--- config.mk ---
export PLATFORM = sky130hd
export DESIGN_NAME = mux_scan_seq
export DESIGN_NICKNAME = d
export VERILOG_FILES = /design/src/rtl/mux_scan_seq.sv
export SDC_FILE = /design/constraint.sdc
export NUM_CORES = 1
export LEC_CHECK = 0
export CAP_MARGIN = 20
export CORE_MARGIN = 2
export CORE_UTILIZATION = 52
export DETAILED_ROUTE_END_ITERATION = 10
export PLACE_DENSITY = 0.9
export SYNTH_ARGS = -nofsm -noshare
export SYNTH_HDL_FRONTEND = slang
export SYNTH_SLANG_ARGS = --single-unit
export TNS_END_PERCENT = 20
--- constraint.sdc ---
create_clock -name clk -period 4.5 [get_ports clk]
set_input_delay 1.35 -clock clk [delete_from_list [all_inputs] [get_ports clk]]
set_output_delay 1.35 -clock clk [all_outputs]
set_load 0.01 [all_outputs]
--- src/rtl/mux_scan_seq.sv ---
// mux_scan_seq: scan sequencer for the A3 analog mux bank.
// Walks a latched channel mask through select, settle, convert and store, and yields the mux to the host.
module mux_scan_seq #(
    parameter int SETTLE_CYC  = 16,
    parameter int TIMEOUT_CYC = 1024
) (
    input  logic        clk,
    input  logic        rst,
    input  logic        start,
    input  logic        stop,
    input  logic        cont,
    input  logic [12:0] ch_mask,
    input  logic        host_req,
    output logic        host_gnt,
    output logic [4:0]  a3_code,
    output logic        a3_en,
    output logic        adc_start,
    input  logic        adc_done,
    input  logic [15:0] adc_data,
    output logic        res_we,
    output logic [3:0]  res_addr,
    output logic [15:0] res_data,
    output logic        busy,
    output logic        done_p,
    output logic        tmo_err
);

    typedef enum logic [2:0] {
        IDLE, SELECT, SETTLE, CONV, STORE, NEXT, HOST
    } state_t;

    localparam logic [15:0] SETTLE_LAST = 16'(SETTLE_CYC - 1);
    localparam logic [15:0] TMO_LAST    = 16'(TIMEOUT_CYC - 1);

    state_t      state, state_nxt;
    logic [4:0]  cur, cur_nxt;
    logic [12:0] mask_q;
    logic        cont_q;
    logic [15:0] cnt;
    logic [15:0] cap, cap_nxt;
    logic        from_idle, from_idle_nxt;
    logic        cfg_ld, tmo_set, done_set;
    logic [12:0] hi_mask;
    logic        has_nxt;
    logic [4:0]  nxt_ch;

    function automatic logic [4:0] low_bit(input logic [12:0] m);
        low_bit = 5'd0;
        for (int i = 12; i >= 0; i--)
            if (m[i]) low_bit = 5'(i);
    endfunction

    // Channels strictly above cur; empty when cur is the top code.
    assign hi_mask = mask_q & ~((13'd2 << cur) - 13'd1);
    assign has_nxt = (|hi_mask) | cont_q;
    assign nxt_ch  = (|hi_mask) ? low_bit(hi_mask) : low_bit(mask_q);

    always_ff @(posedge clk or posedge rst) begin
        if (rst) begin
            state     <= IDLE;
            cur       <= '0;
            mask_q    <= '0;
            cont_q    <= 1'b0;
            cnt       <= '0;
            cap       <= '0;
            from_idle <= 1'b0;
            tmo_err   <= 1'b0;
            done_p    <= 1'b0;
        end else begin
            state     <= state_nxt;
            cur       <= cur_nxt;
            cap       <= cap_nxt;
            from_idle <= from_idle_nxt;
            done_p    <= done_set;
            cnt       <= (state_nxt != state) ? 16'd0 : cnt + 16'd1;
            if (cfg_ld) begin
                mask_q <= ch_mask;
                cont_q <= cont;
            end
            if (cfg_ld)       tmo_err <= 1'b0;
            else if (tmo_set) tmo_err <= 1'b1;
        end
    end

    always_comb begin
        state_nxt     = state;
        cur_nxt       = cur;
        cap_nxt       = cap;
        from_idle_nxt = from_idle;
        cfg_ld        = 1'b0;
        tmo_set       = 1'b0;
        done_set      = 1'b0;
        unique case (state)
            IDLE: begin
                if (host_req) begin
                    state_nxt     = HOST;
                    from_idle_nxt = 1'b1;
                end else if (start) begin
                    if (|ch_mask) begin
                        cfg_ld    = 1'b1;
                        cur_nxt   = low_bit(ch_mask);
                        state_nxt = SELECT;
                    end else begin
                        done_set = 1'b1;
                    end
                end
            end
            SELECT: state_nxt = SETTLE;
            SETTLE: if (cnt == SETTLE_LAST) state_nxt = CONV;
            CONV: begin
                if (adc_done) begin
                    cap_nxt   = adc_data;
                    state_nxt = STORE;
                end else if (cnt == TMO_LAST) begin
                    cap_nxt   = 16'hFFFF;
                    tmo_set   = 1'b1;
                    state_nxt = STORE;
                end
            end
            STORE: state_nxt = NEXT;
            NEXT: begin
                if (stop) begin
                    done_set  = 1'b1;
                    state_nxt = IDLE;
                end else if (host_req) begin
                    from_idle_nxt = 1'b0;
                    state_nxt     = HOST;
                end else if (has_nxt) begin
                    cur_nxt   = nxt_ch;
                    state_nxt = SELECT;
                end else begin
                    done_set  = 1'b1;
                    state_nxt = IDLE;
                end
            end
            HOST: begin
                if (!host_req) begin
                    if (from_idle) begin
                        state_nxt = IDLE;
                    end else if (has_nxt) begin
                        cur_nxt   = nxt_ch;
                        state_nxt = SELECT;
                    end else begin
                        done_set  = 1'b1;
                        state_nxt = IDLE;
                    end
                end
            end
            default: state_nxt = IDLE;
        endcase
    end

    always_comb begin
        host_gnt  = 1'b0;
        a3_en     = 1'b0;
        a3_code   = '0;
        adc_start = 1'b0;
        res_we    = 1'b0;
        res_addr  = '0;
        res_data  = '0;
        busy      = 1'b1;
        unique case (state)
            IDLE:   busy = 1'b0;
            SELECT: a3_code = cur;
            SETTLE: begin
                a3_en   = 1'b1;
                a3_code = cur;
            end
            CONV: begin
                a3_en     = 1'b1;
                a3_code   = cur;
                adc_start = (cnt == 16'd0);
            end
            STORE: begin
                a3_code  = cur;
                res_we   = 1'b1;
                res_addr = cur[3:0];
                res_data = cap;
            end
            NEXT:   a3_code = cur;
            HOST: begin
                busy     = 1'b0;
                host_gnt = 1'b1;
            end
            default: busy = 1'b0;
        endcase
    end

endmodule

==> reports/metrics.yaml <==
status: "finished clean"
synthFlopType: "dfrtp_1"
drc_errors: 0
power_frac_seq_pct: 33.6
wl_per_cell_um: 15.4
post-place-ws_ps: 499
cts.htree.levels: 2
globalplace.congestion: 0.877
critPathMaxFanout: 17
maxSlewHeadroom_pct: 14.0
critPathKind: "flip-flop to flip-flop"
ys_top_cells_by_area: "dfrtp_1, nor2_1, nand2_1"
n_antenna_cell: 0
crit_path_start_kind: "flip-flop"
min_period_over_period_pct: 84.8
ios: 68
hp-start: "cap[5]"
r2r_end: "cnt[8]"
grt_max_degree: 30
finalSetupViolCount: 0
rows: 29
netSwitchingFraction_pct: 42.1
via_per_inst: 5.99
path_cells: "buf_4, nor2_1, nand2_1, ha_1, and3_1, a2111oi_0, a221oi_2, nand4_2, o31ai_1, a22oi_1, nor2_1"
cts_buffers: 5
cts_tree: "built"
synth_top_cell_by_area: "dfrtp_1"
syn_nets: 446
cell_internal_pwr_mw: 1.52
root_buffer: "clkbuf_8"
crit_path_max_incr_delay_ps: 960
dieArea_sq_um: 7390
end_kind: "flip-flop"
cts_resized: 0
max_cap_violations: 0
fin_nets: 507
overflow: 0
firstDrtPassIters: 5
p_switching_mw: 1.11
drtAntennaViolNets: 0
worst_path_max_delay_cell: "a22oi_1"
rsz0062_at_grt: "false"
holdCritPathClass: "flip-flop to flip-flop"
initial_core_util_pct: 54.4
track_usage_pct: 23.5
async_reset_ff_share_pct: 100
drt_iter0_drc: 334
vias: 3256
arrival_ps: 3960
hold_depth: 1
yosysTopAreaCellShare_pct: 40.1
seq_area_frac_synth_pct: 40.1
num-fill-cells: 497
ctsLongestPathBuffers: 2
grt_pass1_vias: 3037
portBuffers: 66
postCtsSetupRepairBufs: 0
hold_path_end: "cap[5]"
hold_buffers: 0
fin_ws_ps: 683
drt_wl_total_mm: 8.36
synthCells: 407
comb_power_share_pct: 54.5
cts_num_sinks: 56
die_y_um: 86.0
synth.distinct_cells: 56
peakVddDrop_mv: 0.275
fin_tns_setup_ps: 0
ys_seq_elements: 56
syn-cell-area_sq_um: 3500
final.setup_skew_ps: 6.30
avgSynthCellArea_sq_um: 8.59
yosysMostFrequentCell: "dfrtp_1"
maxSlewViolCount: 0
fin_total_pwr_mw: 2.63
ys_warn_count: 0
synth_edf_count: 0
crit_top_cell: "nor2_1"
power_density_nw_per_um2: 607
dpl.cell_count: 537
dpl_cell_area_sq_um: 4230
die_w_um: 86.0
rr_startpoint: "cur[3]"
clk_pin_slew_ps: 90
hold_viol_final: 0
fmax_ghz: 0.262
core_area_sq_um: 6420
grt_pass1_wl_mm: 14.1
rr_worst_depth: 11
cellLeakagePower_nw: 1.77
hold_ws_ps: 506
area_delta_synth_final_pct: 23.9
tightest_slew_ps: 1290
antenna_found_initial: 0
fin_crit_ps: 3820
fin_util_pct: 67.5
dp.final_hpwl_mm: 6.28
drive_above_1_share_pct: 7.92
reg2reg_slack_ps: 680
synthTopCellsByCount: "dfrtp_1, nor2_1, nand2_1"
final_cells: 544
worstSkewPairLatency_ps: 310
critical_path_required_ps: 4640
pwr-share-clk_pct: 11.9
postLayoutCellArea_sq_um: 4330
==> cells in the final DEF (no fill, tap or decap), types with 3 or more instances in the layout <==
cell             netlist  layout
o21bai_1               3       3
xor2_1                 5       5
nor3_1                11      11
o31ai_1                5       5
ha_1                   3       3
nand2_1               44      44
clkdlybuf4s50_1        0      66
clkbuf_8               0       5
nand2b_1               4       4
nor4_1                11      11
a21oi_1               16      15
dfrtp_1               56      56
nor2b_1                7       7
o221ai_1               3       3
and3_1                 3       3
o21ai_0               13      13
nand3_1               17      17
o22ai_1                3       3
o211ai_1               3       3
o21a_1                 3       3
xnor2_1                9       9
nor2_1                48      48
mux2_2                11      11
a21o_1                 4       4
o22a_1                16      16
nor3b_1                4       4
and2_1                26      26
or2_2                  3       3
nand4_1                4       4
inv_1                 18      17
buf_4                  1       8
==> cells by family after synthesis <==
kind of cell               Yosys count  share of synthesized area [%]
xor gates and xnor gates            14                           3.51
DFF                                 56                           40.1
muxes                               15                           4.98
buffers and inverters               38                           4.29
AOI/OAI and AO/OA                   89                           18.5
other                                1                          0.107
adders and majority gates            3                           1.07
and+or+nand+nor                    191                           27.5
==> critical path, delay by kind of cell, from the launching register on <==
family | cells | cell delay [ps]
flip-flops | 1 | 390
buffers and inverters | 1 | 190
AO/OA/AOI/OAI | 4 | 1930
adder cells (fa/ha/maj) | 1 | 360
AND/OR/NAND/NOR | 5 | 780
==> registers in the layout, indices dropped and copies added, names as in the netlist <==
name and flops:
cap 16, state 3, mask_q 13, tmo_err 1, from_idle 1, cur 4
cnt 16, done_p 1, cont_q 1
==> layer usage <==
layer | GRT usage (%) | share of wire, % | up-vias
met5 | 0 | 0 | -
met4 | 6.64 | 1.4 | 0
met3 | 3.75 | 6.1 | 14
met2 | 37.4 | 47 | 129
met1 | 33.2 | 46 | 1550
li1 | - | - | 1563
==> layout make-up <==
class | instances | area, sq um | area share, %
inverters | 18 | 67.6 | 1.56
multi-input cells | 313 | 1950 | 45.0
clock buffers | 5 | 68.8 | 1.59
flip-flops and latches | 56 | 1400 | 32.3
repair buffers | 74 | 721 | 16.6
well taps | 77 | 96.3 | 2.22
clock inverters | 1 | 30.0 | 0.693
==> how the worst max path moves through the flow <==
stage | startpoint | endpoint | cells past startpoint
after global placement | ch_mask[4] | cnt[0] | 7
after global routing | cur[3] | cnt[3] | 11
after CTS | cur[3] | cnt[8] | 11
after floorplan | cur[1] | cur[1] | 11
final | cur[3] | cnt[8] | 11
after detailed placement | ch_mask[4] | cnt[0] | 7
==> power groups by stage <==
stage          clock network, mW  logic, mW  registers [mW]
2_1_floorplan                  0       1.05           0.793
3_3_place_gp                   0       1.37           0.870
3_5_place_dp                   0       1.41           0.887
4_1_cts                    0.323       1.42           0.876
5_1_grt                    0.340       1.57           0.916
6_report                   0.313       1.43           0.884
Note: power is estimated with default switching activity, not from simulation.
